### config.mk
export PLATFORM = sky130hd
export DESIGN_NAME = screen_write_scheduler
export DESIGN_NICKNAME = d
export VERILOG_FILES = /design/src/rtl/screen_write_scheduler.sv
export SDC_FILE = /design/constraint.sdc
export NUM_CORES = 1
export LEC_CHECK = 0
export ABC_AREA = 1
export BUFFER_PORTS_ARGS = -buffer_cell sky130_fd_sc_hd__buf_2
export CORE_MARGIN = 2
export CORE_UTILIZATION = 45
export CTS_BUF_LIST = sky130_fd_sc_hd__clkbuf_8
export DETAILED_ROUTE_END_ITERATION = 8
export HOLD_SLACK_MARGIN = 0.12
export PLACE_DENSITY = 0.64
export SYNTH_ARGS = -nofsm -noshare
export SYNTH_HDL_FRONTEND = slang
export SYNTH_SLANG_ARGS = --single-unit
### constraint.sdc
create_clock -name clk -period 2.6 [get_ports clk]
set_clock_uncertainty 0.2 [all_clocks]
set_input_delay 0.26 -clock clk [delete_from_list [all_inputs] [get_ports clk]]
set_output_delay 0.26 -clock clk [all_outputs]
set_load 0.1 [all_outputs]
### src/rtl/screen_write_scheduler.sv
// Command FIFO, cursor and clear engine for the character screen memory.
// Writes are only issued while the raster is outside the visible area.
module screen_write_scheduler #(
    parameter int          COLS       = 80,
    parameter int          ROWS       = 40,
    parameter int          H_ACTIVE   = 640,
    parameter int          V_ACTIVE   = 480,
    parameter int          FIFO_DEPTH = 4,
    parameter logic [7:0]  FILL_CHAR  = 8'h20
) (
    input  logic        clk,
    input  logic        rst_n,
    input  logic [9:0]  HorizontalCounter,
    input  logic [9:0]  VerticalCounter,
    input  logic        host_valid,
    output logic        host_ready,
    input  logic [1:0]  host_cmd,
    input  logic [11:0] host_data,
    output logic        mem_we,
    output logic [11:0] mem_addr,
    output logic [7:0]  mem_wdata,
    output logic [11:0] cursor,
    output logic        busy
);

    localparam int          DEPTH    = COLS * ROWS;
    localparam int          PW       = $clog2(FIFO_DEPTH);
    localparam logic [11:0] DEPTH_W  = 12'(DEPTH);
    localparam logic [11:0] LAST     = 12'(DEPTH - 1);
    localparam logic [9:0]  H_LIM    = 10'(H_ACTIVE);
    localparam logic [9:0]  V_LIM    = 10'(V_ACTIVE);
    localparam logic [PW:0] FULL_CNT = (PW + 1)'(FIFO_DEPTH);
    localparam logic [PW:0] CNT_ONE  = (PW + 1)'(1);
    localparam logic [PW-1:0] PTR_ONE = PW'(1);

    typedef enum logic {IDLE, CLEAR} state_t;

    state_t        state_q, state_d;
    logic [13:0]   fifo_q [FIFO_DEPTH];
    logic [13:0]   fifo_d [FIFO_DEPTH];
    logic [PW-1:0] wr_ptr_q, wr_ptr_d, rd_ptr_q, rd_ptr_d;
    logic [PW:0]   count_q, count_d;
    logic [11:0]   clr_cnt_q, clr_cnt_d;
    logic [11:0]   cursor_q, cursor_d;
    logic          mem_we_q, mem_we_d;
    logic [11:0]   mem_addr_q, mem_addr_d;
    logic [7:0]    mem_wdata_q, mem_wdata_d;

    logic          blank, full, empty, push, pop;
    logic [1:0]    head_cmd;
    logic [11:0]   head_data;

    assign blank     = (HorizontalCounter >= H_LIM) || (VerticalCounter >= V_LIM);
    assign full      = (count_q == FULL_CNT);
    assign empty     = (count_q == '0);
    assign push      = host_valid && !full;
    assign head_cmd  = fifo_q[rd_ptr_q][13:12];
    assign head_data = fifo_q[rd_ptr_q][11:0];

    always_comb begin
        state_d     = state_q;
        clr_cnt_d   = clr_cnt_q;
        cursor_d    = cursor_q;
        mem_we_d    = 1'b0;
        mem_addr_d  = mem_addr_q;
        mem_wdata_d = mem_wdata_q;
        pop         = 1'b0;
        case (state_q)
            IDLE: begin
                if (!empty) begin
                    case (head_cmd)
                        2'b00: begin
                            // Character writes wait for blanking; the queue stalls behind them.
                            if (blank) begin
                                pop         = 1'b1;
                                mem_we_d    = 1'b1;
                                mem_addr_d  = cursor_q;
                                mem_wdata_d = head_data[7:0];
                                cursor_d    = (cursor_q == LAST) ? '0 : cursor_q + 12'd1;
                            end
                        end
                        2'b01: begin
                            pop      = 1'b1;
                            cursor_d = (head_data < DEPTH_W) ? head_data : '0;
                        end
                        2'b10: begin
                            pop       = 1'b1;
                            clr_cnt_d = '0;
                            state_d   = CLEAR;
                        end
                        default: pop = 1'b1;
                    endcase
                end
            end
            CLEAR: begin
                if (blank) begin
                    mem_we_d    = 1'b1;
                    mem_addr_d  = clr_cnt_q;
                    mem_wdata_d = FILL_CHAR;
                    clr_cnt_d   = clr_cnt_q + 12'd1;
                    if (clr_cnt_q == LAST) begin
                        cursor_d = '0;
                        state_d  = IDLE;
                    end
                end
            end
            default: state_d = IDLE;
        endcase
    end

    always_comb begin
        fifo_d   = fifo_q;
        wr_ptr_d = wr_ptr_q;
        rd_ptr_d = rd_ptr_q;
        count_d  = count_q;
        if (push) begin
            fifo_d[wr_ptr_q] = {host_cmd, host_data};
            wr_ptr_d         = wr_ptr_q + PTR_ONE;
        end
        if (pop) begin
            rd_ptr_d = rd_ptr_q + PTR_ONE;
        end
        case ({push, pop})
            2'b10:   count_d = count_q + CNT_ONE;
            2'b01:   count_d = count_q - CNT_ONE;
            default: count_d = count_q;
        endcase
    end

    always_ff @(posedge clk or negedge rst_n) begin
        if (!rst_n) begin
            state_q     <= IDLE;
            for (int i = 0; i < FIFO_DEPTH; i++) fifo_q[i] <= '0;
            wr_ptr_q    <= '0;
            rd_ptr_q    <= '0;
            count_q     <= '0;
            clr_cnt_q   <= '0;
            cursor_q    <= '0;
            mem_we_q    <= 1'b0;
            mem_addr_q  <= '0;
            mem_wdata_q <= '0;
        end else begin
            state_q     <= state_d;
            fifo_q      <= fifo_d;
            wr_ptr_q    <= wr_ptr_d;
            rd_ptr_q    <= rd_ptr_d;
            count_q     <= count_d;
            clr_cnt_q   <= clr_cnt_d;
            cursor_q    <= cursor_d;
            mem_we_q    <= mem_we_d;
            mem_addr_q  <= mem_addr_d;
            mem_wdata_q <= mem_wdata_d;
        end
    end

    assign host_ready = !full;
    assign busy       = !empty || (state_q == CLEAR);
    assign mem_we     = mem_we_q;
    assign mem_addr   = mem_addr_q;
    assign mem_wdata  = mem_wdata_q;
    assign cursor     = cursor_q;

endmodule

==> out/metrics.yaml <==
cts:
  tritoncts: "built"
  clkLatencyLatePin_ps: 380
  cts_sinks: 109
  cts_max_path_buffers: 2
  numCtsBuffers: 9
  clk_pin_slew_ps: 110
  root_buffer: "clkbuf_8"
  htree_levels: 3
cells_and_area:
  num_antenna_cells: 0
  multi_input_area_um2: 2450
  fillCellCount: 1158
  layout.nets: 814
  layout_common_cells: "nand2_1 (202), dfrtp_1 (108), o21ai_0 (97)"
  seq_area_um2: 2730
  stdcell_area_um2: 6390
  layout_commonest_cell: "nand2_1"
  drive_gt1_frac: 0.168
  synthToLayoutAreaGrowth_pct: 14.3
routing:
  drt-vias-per-instance: 5.11
  drt_pass1_iterations: 5
  wl_um: 13400
  wl_per_cell_um: 14.2
  drc: 0
  drt-initial-drc-count: 316
  vias: 4817
  antenna_left: 0
sta:
  period_needed_ps: 2350
  fin_tns_setup_ps: 0
  setup_violations: 0
  rsz0062_at_grt: "no"
  slew_violations: 0
  max_freq_mhz: 425
  hold_viol_final: 0
  whs_ps: 220
  finalCritPeriodShare: 0.904
  tightest_slew_ps: 632
  slew_headroom: 0.579
setup_path:
  crit_chain: "inv_2 > nand2_1 > nand3_2 > nand2_4 > nand2_1 > nor2_1 > nor2_2 > ha_1 > inv_1 > fa_1 > a21oi_1 > o21ai_0 > xnor2_1"
  crit_fanout: 8
  critPathBufInv: 2
  slowest_stage: "dfrtp_2"
  critPathLaunch: "rd_ptr_q[0]"
  crit_path_max_incr_delay_ps: 480
  cpMostUsedCell: "nand2_1"
  cp.arrival_ps: 2430
  cp_top_family: "adder cells"
  required_ps: 2680
  r2r-start: "rd_ptr_q[0]"
  cp-start-kind: "flop"
  crit_type: "flop to flop"
  critPathCaptureType: "flop"
yosys:
  synth_warnings: 0
  synth-edff-count: 0
  ys.flop_type: "dfrtp_1"
  syn_area_um2: 5590
  synth_seq_cells: 109
  ys_types: 32
  synth-seq-area-share: 0.488
  async_reset_ff_frac: 1.00
  syn_nets: 742
  syn-mean-instance-area_um2: 8.02
  synth_cells: 697
placed_design:
  place_area_um2: 6020
  dp_hpwl_um: 9340
  place_congestion: 0.840
  numPortBuffers: 59
global_routing:
  grtUsageMet2: 0.352
  top_usage_layer: "met2"
  first_global_vias: 4641
  antenna_found_initial: 0
  grt_max_degree: 49
  gr-total-overflow: 0
  track_usage: 0.210
  grt_pass1_wl_um: 22100
  grt_use_met1: 0.273
  grt_util_met3: 0.0397
die:
  die_area_um2: 13300
  die_width_um: 115
  die_y_um: 115
  start_util: 0.464
  ioPinCount: 72
  core_um2: 12100
  row_count: 40
pwr:
  p_total_uw: 8820
  p_per_area_nw_per_um2: 1380
  peakVddDrop_mv: 0.467
  swShare: 0.542
  p_leak_uw: 0.00317
  pwr-share-comb: 0.554
  p_int_uw: 4040
  pwr-share-clk: 0.115
  p_switching_uw: 4780
  pwr-share-seq: 0.331
min_path:
  min_path_type: "input pin to flop"
  min-delay-start: "HorizontalCounter[9]"
run_status:
  run_status: "finished clean"
flow_run:
  cap_viol_max_count: 0
-- state kept, by name, summed over array words and instances, names as in the netlist --
signal / count
mem_addr: 12
clr_cnt_q: 12
cursor: 12
fifo_q: 56
rd_ptr_q: 2
state_q: 1
mem_we: 1
mem_wdata: 8
wr_ptr_q: 2
count_q: 3
-- worst paths after layout --
check,slack [ps],endpoint,depth (start not counted)
hold / removal,220,clr_cnt_q[2],5
setup reg to reg,250,count_q[2],13
hold reg to reg,290,fifo_q[20],2
min in group asynchronous,230,clr_cnt_q[4],2
setup / recovery,250,count_q[2],13
max in group asynchronous,1280,rd_ptr_q[0],3
-- stage by stage --
step | setup WS (ps) | utilization | instances
floorplan | 48.4 | - | 697
global placement | 138 | 0.499 | 908
detailed placement | 123 | 0.499 | 908
CTS | 104 | 0.528 | 940
global route | 23.4 | 0.530 | 942
finish | 249 | 0.530 | 942
-- cells in the mapped netlist (8+ instances only) --
cell type | instances | area [um^2]
nand2_1 | 202 | 758
dfrtp_1 | 109 | 2730
o21ai_0 | 97 | 485
nand3_1 | 58 | 290
nor2_1 | 54 | 203
inv_1 | 48 | 180
buf_2 | 14 | 70.1
nand2_2 | 12 | 75.1
a21oi_2 | 10 | 87.6
nor3_1 | 9 | 45.0
a21oi_1 | 8 | 40.0
buf_6 | 8 | 90.1
xor2_1 | 8 | 70.1
-- worst register-to-register path, cell delays in order (launching register included) --
cell     delay, ps
dfrtp_2        480
inv_2          110
nand2_1         70
nand3_2         80
nand2_4         90
nand2_1         70
nor2_1          40
nor2_2         130
ha_1           150
inv_1           70
fa_1           370
a21oi_1        140
o21ai_0        110
xnor2_1        140
-- power by group through the flow --
stage	Sequential, uW	Clock (uW)	Combinational [uW]
finish	2920	1010	4890
global route	3010	1090	5360
CTS	2910	1040	4890
detailed placement	2940	0	4860
global placement	2920	0	4770
floorplan	4180	0	2640
-- layout make-up --
type	count	share of cell area
Clock buffer	10	0.0215
Clock inverter	6	0.00861
Inverter	56	0.0337
Multi-Input combinational cell	504	0.384
Sequential cell	109	0.427
Tap cell	168	0.0329
Timing Repair Buffer	89	0.0924
-- layer usage --
metal | vias up | share of wire
li1 | 2404 | -
met1 | 2264 | 0.46
met2 | 127 | 0.48
met3 | 22 | 0.039
met4 | 0 | 0.027
met5 | - | 0
-- cell families (layout without fill, tap and decap cells) --
family | Yosys count | in the layout | synth area share
AO/OA/AOI/OAI | 131 | 131 | 0.127
XOR/XNOR | 12 | 12 | 0.0188
adder cells (fa/ha/maj) | 8 | 8 | 0.0192
buffers and inverters | 84 | 161 | 0.0749
flip-flops | 109 | 109 | 0.488
AND/OR/NAND/NOR | 353 | 353 | 0.272
-- repair_timing --
action,4_1_cts,5_1_grt
setup endpoints to repair,0,1
hold endpoints to repair,103,0
buffers inserted,0,2
hold buffers,16,0
gates resized for setup,0,2
Note: power is estimated with default switching activity, not from simulation.
